File: src/rtl/u400_pkg.sv
// Shared definitions for the U400 SDRAM controller: init/refresh FSM states,
// default 40 MHz timing, and the SDRAM command encoding used by the sequencer.
package u400_pkg;

    typedef enum logic [2:0] {
        PWR_WAIT = 3'd0,
        INIT_PRE = 3'd1,
        INIT_REF = 3'd2,
        INIT_MRS = 3'd3,
        RUN      = 3'd4
    } u400_state_e;

    // Timing defaults in CLK40 cycles
    localparam int U400_INIT_WAIT      = 4000;   // 100 us power-up wait
    localparam int U400_REF_INTERVAL   = 312;    // 7.8 us refresh interval
    localparam int U400_INIT_REFRESHES = 8;
    localparam int U400_MAX_PEND       = 8;
    localparam int U400_URGENT_LVL     = 6;
    localparam int U400_PEND_W         = 4;

    // {CS#, RAS#, CAS#, WE#}
    typedef enum logic [3:0] {
        CMD_MRS       = 4'b0000,
        CMD_AUTO_REF  = 4'b0001,
        CMD_PRECHARGE = 4'b0010,
        CMD_ACTIVE    = 4'b0011,
        CMD_WRITE     = 4'b0100,
        CMD_READ      = 4'b0101,
        CMD_NOP       = 4'b0111,
        CMD_DESELECT  = 4'b1111
    } sdram_cmd_e;

endpackage

File: src/rtl/u400_ref_backlog.sv
// Refresh backlog: saturating up/down counter of owed auto-refreshes, with
// a sticky overflow flag and an urgency compare for CPU pre-emption.
module u400_ref_backlog
    import u400_pkg::*;
#(
    parameter int MAX_PEND   = U400_MAX_PEND,
    parameter int URGENT_LVL = U400_URGENT_LVL
) (
    input  logic                   clk,
    input  logic                   rst_n,
    input  logic                   load,
    input  logic [U400_PEND_W-1:0] load_val,
    input  logic                   tick,
    input  logic                   ack,
    output logic [U400_PEND_W-1:0] pend_cnt,
    output logic                   ref_req,
    output logic                   ref_urgent,
    output logic                   ref_ovf
);

    localparam logic [U400_PEND_W-1:0] MAX_V = U400_PEND_W'(MAX_PEND);
    localparam logic [U400_PEND_W-1:0] URG_V = U400_PEND_W'(URGENT_LVL);

    logic [U400_PEND_W-1:0] cnt_q;
    logic                   ovf_q;
    logic                   ack_eff;

    // An ack with nothing owed never underflows the count
    assign ack_eff = ack && (cnt_q != '0);

    // Backlog update: a tick and an effective ack in the same cycle cancel
    always_ff @(posedge clk) begin
        if (!rst_n) begin
            cnt_q <= '0;
            ovf_q <= 1'b0;
        end else if (load) begin
            cnt_q <= load_val;
        end else if (tick && !ack_eff) begin
            if (cnt_q == MAX_V) ovf_q <= 1'b1;
            else                cnt_q <= cnt_q + U400_PEND_W'(1);
        end else if (ack_eff && !tick) begin
            cnt_q <= cnt_q - U400_PEND_W'(1);
        end
    end

    // Status decoded purely from registered state
    always_comb begin
        pend_cnt   = cnt_q;
        ref_req    = (cnt_q != '0);
        ref_urgent = (cnt_q >= URG_V);
        ref_ovf    = ovf_q;
    end

endmodule

File: src/rtl/u400_sdram_refresh.sv
// SDRAM power-up initialisation and periodic refresh-request generator.
//
//   state    | meaning
//   ---------+-----------------------------------------------------------
//   PWR_WAIT | counting the power-up wait after reset
//   INIT_PRE | requesting PRECHARGE ALL
//   INIT_REF | draining the init auto-refresh burst through the backlog
//   INIT_MRS | requesting MODE REGISTER SET
//   RUN      | SDRAM ready; periodic refresh ticks feed the backlog
module u400_sdram_refresh
    import u400_pkg::*;
#(
    parameter int INIT_WAIT      = U400_INIT_WAIT,
    parameter int REF_INTERVAL   = U400_REF_INTERVAL,
    parameter int INIT_REFRESHES = U400_INIT_REFRESHES,
    parameter int MAX_PEND       = U400_MAX_PEND,
    parameter int URGENT_LVL     = U400_URGENT_LVL
) (
    input  logic                   CLK40,
    input  logic                   RESETn,
    input  logic                   PRE_ACK,
    input  logic                   REF_ACK,
    input  logic                   MRS_ACK,
    output logic                   PRE_REQ,
    output logic                   REF_REQ,
    output logic                   REF_URGENT,
    output logic                   MRS_REQ,
    output logic                   SDRAM_RDY,
    output logic                   REF_OVF,
    output logic [U400_PEND_W-1:0] PEND_CNT
);

    localparam int WAIT_W = (INIT_WAIT    > 1) ? $clog2(INIT_WAIT)    : 1;
    localparam int IVL_W  = (REF_INTERVAL > 1) ? $clog2(REF_INTERVAL) : 1;

    u400_state_e       state_q, state_d;
    logic [WAIT_W-1:0] wait_q;
    logic [IVL_W-1:0]  ivl_q;
    logic              wait_done;
    logic              tick;
    logic              bl_load;
    logic              bl_ack;

    assign wait_done = (wait_q == WAIT_W'(INIT_WAIT - 1));
    assign tick      = (state_q == RUN) && (ivl_q == IVL_W'(REF_INTERVAL - 1));
    // Refresh acks only matter while refreshes are being requested by us
    assign bl_ack    = REF_ACK && ((state_q == INIT_REF) || (state_q == RUN));

    // State register
    always_ff @(posedge CLK40) begin
        if (!RESETn) state_q <= PWR_WAIT;
        else         state_q <= state_d;
    end

    // Power-up wait counter, only advances in PWR_WAIT
    always_ff @(posedge CLK40) begin
        if (!RESETn)                  wait_q <= '0;
        else if (state_q == PWR_WAIT) wait_q <= wait_q + WAIT_W'(1);
    end

    // Refresh interval counter; held at zero outside RUN so RUN entry starts a fresh interval
    always_ff @(posedge CLK40) begin
        if (!RESETn)             ivl_q <= '0;
        else if (state_q != RUN) ivl_q <= '0;
        else if (tick)           ivl_q <= '0;
        else                     ivl_q <= ivl_q + IVL_W'(1);
    end

    // Next-state logic and backlog load strobe
    always_comb begin
        state_d = state_q;
        bl_load = 1'b0;
        case (state_q)
            PWR_WAIT: if (wait_done) state_d = INIT_PRE;
            INIT_PRE: if (PRE_ACK) begin
                state_d = INIT_REF;
                bl_load = 1'b1;
            end
            // Leave on the edge that retires the last owed refresh
            INIT_REF: if ((PEND_CNT == '0) ||
                          (REF_ACK && (PEND_CNT == U400_PEND_W'(1)))) state_d = INIT_MRS;
            INIT_MRS: if (MRS_ACK) state_d = RUN;
            RUN:      state_d = RUN;
            default:  state_d = PWR_WAIT;
        endcase
    end

    // Request levels decoded from state
    always_comb begin
        PRE_REQ   = (state_q == INIT_PRE);
        MRS_REQ   = (state_q == INIT_MRS);
        SDRAM_RDY = (state_q == RUN);
    end

    u400_ref_backlog #(
        .MAX_PEND   (MAX_PEND),
        .URGENT_LVL (URGENT_LVL)
    ) u_backlog (
        .clk        (CLK40),
        .rst_n      (RESETn),
        .load       (bl_load),
        .load_val   (U400_PEND_W'(INIT_REFRESHES)),
        .tick       (tick),
        .ack        (bl_ack),
        .pend_cnt   (PEND_CNT),
        .ref_req    (REF_REQ),
        .ref_urgent (REF_URGENT),
        .ref_ovf    (REF_OVF)
    );

endmodule

File: config.mk
export PLATFORM = sky130hd
export DESIGN_NAME = u400_sdram_refresh
export DESIGN_NICKNAME = d
export VERILOG_FILES = /design/src/rtl/u400_pkg.sv /design/src/rtl/u400_ref_backlog.sv /design/src/rtl/u400_sdram_refresh.sv
export SDC_FILE = /design/constraint.sdc
export NUM_CORES = 1
export LEC_CHECK = 0
export CAP_MARGIN = 20
export CORE_MARGIN = 5
export CORE_UTILIZATION = 40
export DETAILED_ROUTE_END_ITERATION = 10
export DONT_BUFFER_PORTS = 1
export PLACE_DENSITY = 0.63
export RECOVER_POWER = 25
export SYNTH_ARGS = -nofsm -noshare
export SYNTH_HDL_FRONTEND = slang
export SYNTH_SLANG_ARGS = --single-unit
File: constraint.sdc
create_clock -name CLK40 -period 2.11 [get_ports CLK40]
set_input_delay 0.211 -clock CLK40 [delete_from_list [all_inputs] [get_ports CLK40]]
set_output_delay 0.211 -clock CLK40 [all_outputs]
set_load 0.005 [all_outputs]
# ---- Word-level counts from Yosys, hierarchy flattened
# Cells that the tools add are included.
dict set report op_classes {
  n_addsub 4
  n_lt_le_gt_ge 1
  n_eq_ne 15
  mux 11
  bitwise_logic 2
  reduce_logical 21
}
# operator count
set ops {}
lappend ops {{4-bit two-way mux} 4}
lappend ops {{3-bit case mux with 5 select lines} 1}
lappend ops {{12-bit by 1-bit adder with 12-bit output, second input constant} 1}
lappend ops {{12-bit == test, second input constant} 1}
lappend ops {{3-bit two-way mux} 4}
lappend ops {{9-bit by 1-bit adder with 9-bit output, second input constant} 1}
lappend ops {{9-bit == test, second input constant} 1}
lappend ops {{2-bit != test, second input constant} 4}
lappend ops {{3-bit by 2-bit == test with 1-bit output, second input constant} 2}
lappend ops {{1-bit logical AND} 6}
lappend ops {{3-bit != test, second input constant} 2}
lappend ops {{4-bit by 1-bit adder with 4-bit output, second input constant} 1}
lappend ops {{4-bit by 1-bit == test with 1-bit output, second input constant} 1}
lappend ops {{4-bit == test, second input constant} 1}
lappend ops {{4-bit by 3-bit greater-or-equal comparator with 1-bit output, second input constant} 1}
lappend ops {{4-bit logical NOT} 1}
lappend ops {{2-bit AND reduction} 2}
lappend ops {{4-bit AND reduction} 1}
lappend ops {{4-bit nonzero test} 1}
lappend ops {{4-bit by 1-bit subtractor with 4-bit output, second input constant} 1}
lappend ops {{3-bit by 1-bit == test with 1-bit output, second input constant} 1}
lappend ops {{3-bit == test, second input constant} 1}
lappend ops {{3-bit logical NOT} 1}
lappend ops {{3-bit AND reduction} 1}
lappend ops {{other kinds (9)} 13}
dict set report word_totals {
  register_bits 29
  in_bits 5
  output_inout_bits 10
  elab_cells 60
}

# ---- Longest topological paths before layout
# Gate-level depths: netlist of run 1.
dict set report depth {
  depth_word 8
  depth_mapped 8
  depth_no_buf 7
}

# ---- Modules after synthesis
# Synthesis of run 1 repeated with hierarchy kept, for this count alone.
dict set report hier_totals {
  cells_unflattened 193
  hier_area_um2 1651.6
}
# module n_inst cells_per_inst area_each_um2 seq_area_each_um2
set modules_own_cells {}
lappend modules_own_cells {u400_sdram_refresh 1 140 1191.1 480.5}
lappend modules_own_cells {u400_ref_backlog 1 53 460.4 100.1}

# ---- Least setup slack after synthesis of run 1
# No wires, ideal clock.
dict set report synth_path {
  path_kind {register -> register}
  from {register u_backlog.cnt_q[1] (netlist: u_backlog.pend_cnt[1])}
  to {register u_backlog.cnt_q[2] (netlist: u_backlog.pend_cnt[2])}
  setup_time_ns 0.121
  arrival_time_ns 1.760
  t_required_ns 1.989
  slack_ns 0.230
  path_stages_with_launch 9
  path_buffers 1
  synth_period_minus_slack_ns 1.880
  cell_sequence {dfxtp_1 -> inv_1 -> ha_1 -> or3b_4 -> and3_1 -> buf_6 -> and3_1 -> nor3_1 -> nor3_2}
}
dict set report synth_between {
  elab_chain_cells 6
  word_cells_on_any_way 14
  classes_between {2 x add/sub; 2 x eq/ne; 3 x mux; 7 x reduce/logical}
}
# element line
set synth_lines {}
lappend synth_lines {{from (decl)} u400_ref_backlog.sv:24} ;# logic [U400_PEND_W-1:0] cnt_q;
lappend synth_lines {{from (signal assigned)} u400_ref_backlog.sv:37} ;# cnt_q <= load_val;
lappend synth_lines {{from (signal assigned)} u400_ref_backlog.sv:40} ;# else cnt_q <= cnt_q + U400_PEND_W'(1);
lappend synth_lines {{from (signal assigned)} u400_ref_backlog.sv:42} ;# cnt_q <= cnt_q - U400_PEND_W'(1);
lappend synth_lines {{4-bit nonzero test *} n/a}
lappend synth_lines {{via REF_REQ} u400_sdram_refresh.sv:25} ;# output logic REF_REQ,
lappend synth_lines {{1-bit logical AND *} u400_ref_backlog.sv:29} ;# assign ack_eff = ack && (cnt_q != '0);
lappend synth_lines {{1-bit logical NOT} u400_ref_backlog.sv:38} ;# end else if (tick && !ack_eff) begin
lappend synth_lines {{1-bit logical AND} u400_ref_backlog.sv:38}
lappend synth_lines {{2-bit != test (no line) / 2-bit nonzero test (equally long branches)} n/a}
lappend synth_lines {{2-bit AND reduction (no line)} n/a}
# Mark *: on every way through the listed nets, which the timed path passes. The rest lies on a longest branch. The select of a mux whose other input is x is not followed.
# A chain may end at the register's enable or synchronous reset.

# ---- Final worst setup path of run 1
dict set report layout_path {
  from {register u_backlog.cnt_q[1] (netlist: u_backlog.pend_cnt[1])}
  to {register u_backlog.cnt_q[1] (netlist: u_backlog.pend_cnt[1])}
}
# The elaborated chain is that of the path after synthesis.

==> results.toml, run 1 <==
[run_status]
outcome = "finished, final reports clean"

[place]
hpwlAfterDp_um = 2240
place_inst = 220
port_buffers = 0
place_area_mm2 = 0.00159
gp_congestion = 0.880

[sta]
tightestPinTransition_ns = 0.454
setup_tns_ns = 0
setup_viol = 0
slew_violations = 0
period_minus_slack_ns = 1.92
fin_crit_sh = 0.912
rsz0062_at_grt = "no"
finalHoldWorstSlack_ns = 0.0536
hold_viol_final = 0
fmax_ghz = 0.520
slew_headroom = 0.696
finalClockSkew_ns = 0.00544

[cts]
clockBufferDepth = 2
postCtsSetupBuffers = 0
cts_max_level = 2
hold_buffers = 0
clk_latency_ns = 0.28
cts_buffers = 5
clk_pin_slew_ns = 0.06
cts_sinks = 29
cts_resized = 0
ctsRootBufferMaster = "clkbuf_8"
cts_tree = "yes"

[global_routing]
grt_start_max_net_pins = 19
antenna_found_initial = 0
grt_pass1_vias = 1232
grt_usage = 0.130
grt-ovfl-total = 0
grt_pass1_wl_um = 5280

[worst_setup_path]
crit_fanout = 7
critPathCaptureType = "flop"
crit_type = "reg -> reg"
crit_buf_inv = 1
crit_chain = "inv_1 > ha_1 > or3b_4 > and3_1 > nor3_4 > nor2_1 > a211oi_2"
slowest_delay_ns = 0.40
cpMaxStageDelayCell = "or3b_4"
r2r_start = "u_backlog.pend_cnt[1]$_SDFFE_PP0P_"
regToRegSetupSlack_ns = 0.19
arrival_ns = 2.12
critPathLaunch = "u_backlog.pend_cnt[1]$_SDFFE_PP0P_"
setup.worst_path.start_class = "flop"
cp_top_family = "simple AND/OR/NAND/NOR gates"
worstPathRequired_ns = 2.31

[power]
peakVddDrop_mv = 0.354
power_leakage_nw = 0.594
powerDensity_mw_per_mm2 = 647

[yosys]
yosysSeqAreaShare = 0.379
synth_flop_cell = "dfxtp_1"
yosys.cell_types.count = 42
yosysWarnings = 0
ys_async_sr_fraction = 0
synth-seq-cells = 29
yosysTopAreaCell = "dfxtp_1"
syn_area_per_cell_um2 = 8.86
synth-edff-count = 0
synth_cells = 173
syn_area_mm2 = 0.00153
ys_top_cells_by_count = "29 x dfxtp_1, 17 x nor2_1, 12 x xnor2_1, 11 x and2_1, 10 x nand2_1"
yosysMostFrequentCell = "dfxtp_1"
synth_top_area_frac = 0.379
ys_top_cells_by_area = "dfxtp_1 38%, xnor2_1 6.9%, ha_1 5.7%"
syn-num-nets = 185

[detailed_routing]
ant_nets = 0
remaining_drc_errors = 0
via_per_inst = 5.32
drt_iter0_markers = 46
via_count = 1214
finalWirelength_um = 3030
wl_per_cell_um = 13.3
drtPass1Iterations = 4

[layout]
syn2layout_area_growth_pct = 8.82
fill_cells = 352
fin_nets = 191
drive_gt1_frac = 0.100
antenna_cells = 0
postLayoutCoreUtil = 0.452
final_cells = 228
fin_area_mm2 = 0.00167

[worst_hold_path]
hold_path.class = "in -> reg"
hp-start = "RESETn"

[die]
io_pins = 15
initial_core_util = 0.416
rows = 22
core_area_mm2 = 0.00369
die-area_mm2 = 0.00517
die_y_um = 71.9
dieWidth_um = 71.9

[flow_run]
maxCapViolCount = 0
-- per-layer routing --
| layer | GRT usage | vias up | part of all wire |
|---|---|---|---|
| met3 | 0.0471 | 9 | 0.064 |
| met5 | 0 | - | 0 |
| met2 | 0.208 | 25 | 0.47 |
| li1 | - | 614 | - |
| met1 | 0.142 | 566 | 0.44 |
| met4 | 0.0919 | 0 | 0.029 |
-- registers in the layout (all words and copies together), names as in the netlist --
signal,cells
ivl_q,9
u_backlog.ref_ovf,1
wait_q,12
u_backlog.pend_cnt,4
state_q,3
-- per-stage QoR --
step	setup WS [ns]	total power, mW
global route	0.0631	1.14
detailed placement	0.179	0.654
CTS	0.164	1.10
global placement	0.255	0.649
finish	0.187	1.08
floorplan	0.230	0.635
-- report_power, final --
| group | switching [mW] | leakage (nW) | total [mW] | internal [mW] |
|---|---|---|---|---|
| logic | 0.0400 | 0.316 | 0.0755 | 0.0355 |
| registers | 0.00584 | 0.234 | 0.562 | 0.557 |
| clock network | 0.215 | 0.0439 | 0.442 | 0.227 |
-- logic make-up (layout without fill, tap and decap cells) --
| family | Yosys count | count (layout) | synth area share |
|---|---|---|---|
| buf+inv | 10 | 17 | 0.0318 |
| fa+ha+maj | 7 | 7 | 0.0571 |
| compound gates | 26 | 26 | 0.113 |
| flops | 29 | 29 | 0.379 |
| xor+xnor | 16 | 16 | 0.0914 |
| simple gates | 83 | 83 | 0.315 |
| mux | 2 | 2 | 0.0131 |
-- layout make-up --
| class | instances | area (um^2) | share of cell area |
|---|---|---|---|
| Timing Repair Buffer | 3 | 15.0 | 0.00900 |
| Clock inverter | 3 | 17.5 | 0.0105 |
| Clock buffer | 5 | 68.8 | 0.0413 |
| Inverter | 6 | 22.5 | 0.0135 |
| Multi-Input combinational cell | 134 | 903 | 0.542 |
| Sequential cell | 29 | 581 | 0.348 |
| Tap cell | 48 | 60.1 | 0.0360 |
-- worst register-to-register path, cell delays in order, from the launching register on --
cell and delay (ns):
dfxtp_1 0.31, inv_1 0.13, ha_1 0.20, or3b_4 0.40
and3_1 0.26, nor3_4 0.25, nor2_1 0.09, a211oi_2 0.21
-- layout by cell type, fill, tap and decap left out, types with 2 or more instances in the layout --
cell type / netlist / final
a21oi_1: 5 / 5
dfxtp_1: 29 / 29
clkinv_2: 0 / 2
o21ai_1: 5 / 5
clkbuf_8: 0 / 5
nand2_1: 10 / 10
a21o_1: 2 / 2
inv_1: 5 / 6
a21boi_1: 5 / 5
xnor2_1: 12 / 12
nor3b_1: 2 / 2
nand3_1: 8 / 8
and3_1: 4 / 4
nor2_1: 17 / 17
nor3_1: 7 / 7
nand4_1: 5 / 5
ha_1: 7 / 7
o21a_1: 4 / 4
and2_1: 11 / 10
mux2i_1: 2 / 2
or3_1: 4 / 4
nor2b_1: 3 / 3
xor2_1: 4 / 4
clkbuf_1: 2 / 2
-- final timing paths --
path,endpoint,cells after the start
setup / recovery,u_backlog.pend_cnt[1]$_SDFFE_PP0P_,7
hold / removal,wait_q[2]$_SDFFE_PN0P_,1
setup reg to reg,u_backlog.pend_cnt[1]$_SDFFE_PP0P_,7
hold reg to reg,ivl_q[0]$_SDFF_PP0_,1
Note: power is estimated with default switching activity, not from simulation.
==> run 2: changes to the inputs <==
--- a/config.mk
+++ b/config.mk
@@ -12,6 +12,7 @@
 export DONT_BUFFER_PORTS = 1
 export PLACE_DENSITY = 0.63
 export RECOVER_POWER = 25
+export SETUP_SLACK_MARGIN = 0.15
 export SYNTH_ARGS = -nofsm -noshare
 export SYNTH_HDL_FRONTEND = slang
 export SYNTH_SLANG_ARGS = --single-unit
==> constraint.sdc (replaced) <==
create_clock -name CLK40 -period 2.38 [get_ports CLK40]
set_input_delay 0.357 -clock CLK40 [delete_from_list [all_inputs] [get_ports CLK40]]
set_output_delay 0.357 -clock CLK40 [all_outputs]
set_load 0.005 [all_outputs]
==> results.toml, run 2 (synthesized netlist as in run 1, its figures left out) <==
[worst_setup_path]
crit_top_cell = "and3_1"
crit_fanout = 7
cp_top_family = "simple AND/OR/NAND/NOR gates"
cpMaxStageDelayCell = "or3b_4"
slowest_delay_ns = 0.40
arrival_ns = 2.22
r2r_cells = 7
path_depth = 7
worstPathRequired_ns = 2.55
regToRegSetupSlack_ns = 0.34
critPathLaunch = "u_backlog.pend_cnt[1]$_SDFFE_PP0P_"
setup.worst_path.start_class = "flop"
r2r_end = "u_backlog.pend_cnt[2]$_SDFFE_PP0P_"
r2r_start = "u_backlog.pend_cnt[1]$_SDFFE_PP0P_"
crit_buf_inv = 1
crit_chain = "inv_1 > ha_1 > or3b_4 > and3_1 > and3_1 > nor3_1 > nor3_2"
crit_type = "reg -> reg"
critPathCaptureType = "flop"
critPathCapture = "u_backlog.pend_cnt[2]$_SDFFE_PP0P_"

[cts]
postCtsSetupBuffers = 0
clk_latency_ns = 0.28
cts_sinks = 29
hold_buffers = 0
cts_max_level = 2
cts_buffers = 5
cts_resized = 0
cts_tree = "yes"
ctsRootBufferMaster = "clkbuf_8"
clk_pin_slew_ns = 0.06
clockBufferDepth = 2

[die]
die_y_um = 71.9
io_pins = 15
die-area_mm2 = 0.00517
core_area_mm2 = 0.00369
rows = 22
initial_core_util = 0.416
dieWidth_um = 71.9

[layout]
largest_reg_flops = 12
layout_commonest_cell = "dfxtp_1"
fin_nets = 189
antenna_cells = 0
syn2layout_area_growth_pct = 8.33
largest-register = "wait_q"
drive_gt1_frac = 0.101
fill_cells = 383
final_cells = 226
final_cell_mix = "29 x dfxtp_1, 17 x nor2_1, 12 x xnor2_1"

[place]
gp_congestion = 0.848
dp_slack_ns = 0.347
port_buffers = 0
hpwlAfterDp_um = 2250
place_inst = 218

[global_routing]
grt_pass1_wl_um = 5190
grt_usage = 0.126
grt_pass1_vias = 1213
grt_start_max_net_pins = 19
antenna_found_initial = 0
grt-ovfl-total = 0

[sta]
slew_headroom = 0.683
fin_crit_sh = 0.858
setup_viol = 0
setup_ws_ns = 0.337
hold_viol_final = 0
slew_violations = 0
rsz0062_at_grt = "no"
tightestPinTransition_ns = 0.472
fmax_ghz = 0.489
period_minus_slack_ns = 2.04
finalHoldWorstSlack_ns = 0.196
finalClockSkew_ns = 0.00220
setup_tns_ns = 0

[detailed_routing]
remaining_drc_errors = 0
wl_per_cell_um = 13.3
m1WireLength_um = 1300
via_per_inst = 5.32
via_count = 1203
wl_met2_um = 1430
finalWirelength_um = 3000
drtPass1Iterations = 4
highest_layer = "met4"
ant_nets = 0
wl_met3_um = 208
drt_iter0_markers = 46

[power]
fin_total_pwr_mw = 0.959
power_leakage_nw = 0.592
powerDensity_mw_per_mm2 = 577
peakVddDrop_mv = 0.309

[worst_hold_path]
whs_path_depth = 1
hold_path.class = "in -> reg"

[flow_run]
maxCapViolCount = 0

[run_status]
outcome = "finished, final reports clean"
run 2: cell count changes in the layout (fill, tap and decap cells not counted), sizes merged:
cell    previous run  this run
clkbuf             7         5
run 2: final cells by class:
type | instances | area, um^2 | area share
Timing Repair Buffer | 1 | 7.51 | 0.00452
Tap cell | 48 | 60.1 | 0.0362
Multi-Input combinational cell | 134 | 903 | 0.544
Clock inverter | 3 | 17.5 | 0.0106
Inverter | 6 | 22.5 | 0.0136
Sequential cell | 29 | 581 | 0.350
Clock buffer | 5 | 68.8 | 0.0414
run 2: through the flow:
step | utilization | area [um^2]
detailed placement | 0.427 | 1570
floorplan | - | 1530
finish | 0.450 | 1660
CTS | 0.450 | 1660
global route | 0.450 | 1660
global placement | 0.427 | 1570
run 2: how the worst min path moves through the flow:
stage / from / endpoint / slack [ns]
2_1_floorplan: ivl_q[0]$_SDFF_PP0_ / ivl_q[0]$_SDFF_PP0_ / 0.42
3_3_place_gp: ivl_q[0]$_SDFF_PP0_ / ivl_q[0]$_SDFF_PP0_ / 0.43
3_5_place_dp: ivl_q[0]$_SDFF_PP0_ / ivl_q[0]$_SDFF_PP0_ / 0.45
4_1_cts: RESETn / wait_q[8]$_SDFFE_PN0P_ / 0.19
5_1_grt: RESETn / wait_q[8]$_SDFFE_PN0P_ / 0.18
6_report: RESETn / wait_q[0]$_SDFFE_PN0P_ / 0.20
run 2: worst reg2reg max path: stages (launching register included):
cell,delay [ns]
dfxtp_1,0.38
inv_1,0.17
ha_1,0.20
or3b_4,0.40
and3_1,0.26
and3_1,0.24
nor3_1,0.22
nor3_2,0.07
run 2: where the power goes:
group          leakage [nW]  switching (mW)  internal, mW
sequential            0.234         0.00957         0.493
combinational         0.314          0.0290        0.0304
clock                0.0439           0.195         0.201
run 2: layer usage:
| layer | GRT usage | vias to the layer above |
|---|---|---|
| met5 | 0 | - |
| met4 | 0.0647 | 0 |
| met3 | 0.0582 | 9 |
| met2 | 0.211 | 22 |
| met1 | 0.133 | 559 |
| li1 | - | 613 |
==> run 3: changes to the inputs <==
--- a/config.mk
+++ b/config.mk
@@ -5,6 +5,7 @@
 export SDC_FILE = /design/constraint.sdc
 export NUM_CORES = 1
 export LEC_CHECK = 0
+export ABC_AREA = 1
 export CAP_MARGIN = 20
 export CORE_MARGIN = 5
 export CORE_UTILIZATION = 40
==> results.toml, run 3 <==
[run_status]
outcome = "finished, final reports clean"

[sta]
setup_ws_ns = 0.623
period_minus_slack_ns = 1.76
tightestPinTransition_ns = 0.419
fmax_ghz = 0.569
slew_violations = 0
hold_viol_final = 0
slew_headroom = 0.720
setup_viol = 0
rsz0062_at_grt = "no"
setup_tns_ns = 0
finalClockSkew_ns = 0.00482
fin_crit_sh = 0.738

[place]
gp_congestion = 0.787
dp_slack_ns = 0.671
port_buffers = 0
hpwlAfterDp_um = 2410

[die]
initial_core_util = 0.409
dieWidth_um = 76.3
rows = 24
die-area_mm2 = 0.00582
core_area_mm2 = 0.00429
io_pins = 15
die_y_um = 76.3

[cts]
cts_tree = "yes"
clk_latency_ns = 0.28
cts_buffers = 5
cts_resized = 0
hold_buffers = 0
cts_sinks = 29
clockBufferDepth = 2
postCtsSetupBuffers = 0
clk_pin_slew_ns = 0.07
cts_max_level = 2
ctsRootBufferMaster = "clkbuf_8"

[global_routing]
grt_usage = 0.119
grt_pass1_vias = 1300
antenna_found_initial = 0
grt_start_max_net_pins = 13
grt_pass1_wl_um = 5760
grt-ovfl-total = 0

[yosys]
yosysMostFrequentCell = "nand2_1"
synth_flop_cell = "dfxtp_1"
yosysTopAreaCell = "dfxtp_1"
yosysWarnings = 0
synth_top_area_frac = 0.330
synth-seq-cells = 29
syn_area_mm2 = 0.00176
synth-edff-count = 0
synth_cells = 233
ys_async_sr_fraction = 0
yosys.cell_types.count = 40
syn-num-nets = 245
ys_top_cells_by_area = "dfxtp_1 33%, nand2_1 8.1%, inv_1 6.4%"
yosysSeqAreaShare = 0.330
ys_top_cells_by_count = "38 x nand2_1, 30 x inv_1, 29 x dfxtp_1, 24 x nor2_1, 17 x nand3_1"
syn_area_per_cell_um2 = 7.54

[layout]
final_cell_mix = "39 x nand2_1, 30 x inv_1, 29 x dfxtp_1"
drive_gt1_frac = 0.185
antenna_cells = 0
largest-register = "wait_q"
layout_commonest_cell = "nand2_1"
largest_reg_flops = 12
fin_nets = 249
syn2layout_area_growth_pct = 6.41

[worst_setup_path]
critPathLaunch = "u_backlog.pend_cnt[0]$_SDFFE_PP0P_"
critPathCaptureType = "output pin"
cpMaxStageDelayCell = "dfxtp_1"
worstPathRequired_ns = 2.02
r2r_end = "u_backlog.pend_cnt[3]$_SDFFE_PN0P_"
r2r_cells = 10
crit_chain = "inv_1 > ha_1 > nor3_1 > nor2_1"
path_depth = 4
setup.worst_path.start_class = "flop"
regToRegSetupSlack_ns = 0.66
cp_top_family = "flip-flops"
slowest_delay_ns = 0.46
r2r_start = "u_backlog.pend_cnt[0]$_SDFFE_PP0P_"
critPathCapture = "REF_URGENT"
arrival_ns = 1.40
crit_fanout = 6
crit_buf_inv = 1
crit_type = "reg -> out"

[power]
powerDensity_mw_per_mm2 = 497
peakVddDrop_mv = 0.211
power_leakage_nw = 0.759

[worst_hold_path]
hold_path.class = "in -> reg"

[detailed_routing]
drtPass1Iterations = 4
via_count = 1389
via_per_inst = 4.79
finalWirelength_um = 3190
ant_nets = 0
remaining_drc_errors = 0
drt_iter0_markers = 36
wl_per_cell_um = 11.0

[flow_run]
maxCapViolCount = 0
-- run 3: cell types whose count changed in the layout (fill, tap and decap cells not counted), moves of 6 or more --
cell     previous run  this run
o21ai_0             1         7
xnor2_1            12         1
and2_1             10         0
nand2_1            10        39
nor2_1             17        25
nand3_1             8        17
inv_1               6        30
-- run 3: area by class of cell --
class	instances	area, um^2
fill	459	2420
multi-input combinational	164	1000
sequential	29	581
inverter	37	143
clock buffer	6	72.6
tap	52	65.1
clock inverter	2	10.0
-- run 3: metrics by stage --
stage	total power, mW	util	cell area [um^2]	instances	hold WS, ns
2_1_floorplan	0.544	-	1760	233	0.418
3_3_place_gp	0.550	0.421	1810	282	0.434
3_5_place_dp	0.550	0.421	1810	282	0.447
4_1_cts	0.955	0.441	1890	290	0.185
5_1_grt	0.990	0.436	1870	290	0.188
6_report	0.929	0.436	1870	290	0.195
-- run 3: cell families (layout without fill, tap and decap cells) --
kind of cell	Yosys count	in the layout	share of synthesized area
and+or+nand+nor	121	121	0.394
adders and majority gates	7	7	0.0498
DFF	29	29	0.330
AOI/OAI and AO/OA	29	29	0.102
buffers and inverters	40	45	0.0890
xor gates and xnor gates	7	7	0.0349
-- run 3: worst min-delay path by stage --
stage,start,to,slack [ns],cells after the start
after floorplan,ivl_q[0]$_SDFF_PP0_,ivl_q[0]$_SDFF_PP0_,0.42,1
after global placement,ivl_q[0]$_SDFF_PP0_,ivl_q[0]$_SDFF_PP0_,0.43,1
after detailed placement,ivl_q[0]$_SDFF_PP0_,ivl_q[0]$_SDFF_PP0_,0.45,1
after CTS,RESETn,wait_q[2]$_SDFFE_PN0P_,0.19,2
after global routing,RESETn,wait_q[2]$_SDFFE_PN0P_,0.19,2
final,RESETn,wait_q[2]$_SDFFE_PN0P_,0.20,2
-- run 3: report_power, final --
group          switching (mW)  internal, mW
sequential            0.00647         0.491
clock                   0.188         0.202
combinational          0.0242        0.0166
-- run 3: per-layer routing --
layer | up-vias | wire (um) | GRT usage
li1 | 755 | - | -
met1 | 613 | 1580 | 0.150
met2 | 16 | 1430 | 0.182
met3 | 5 | 141 | 0.0402
met4 | 0 | 35 | 0.0524
met5 | - | 0 | 0
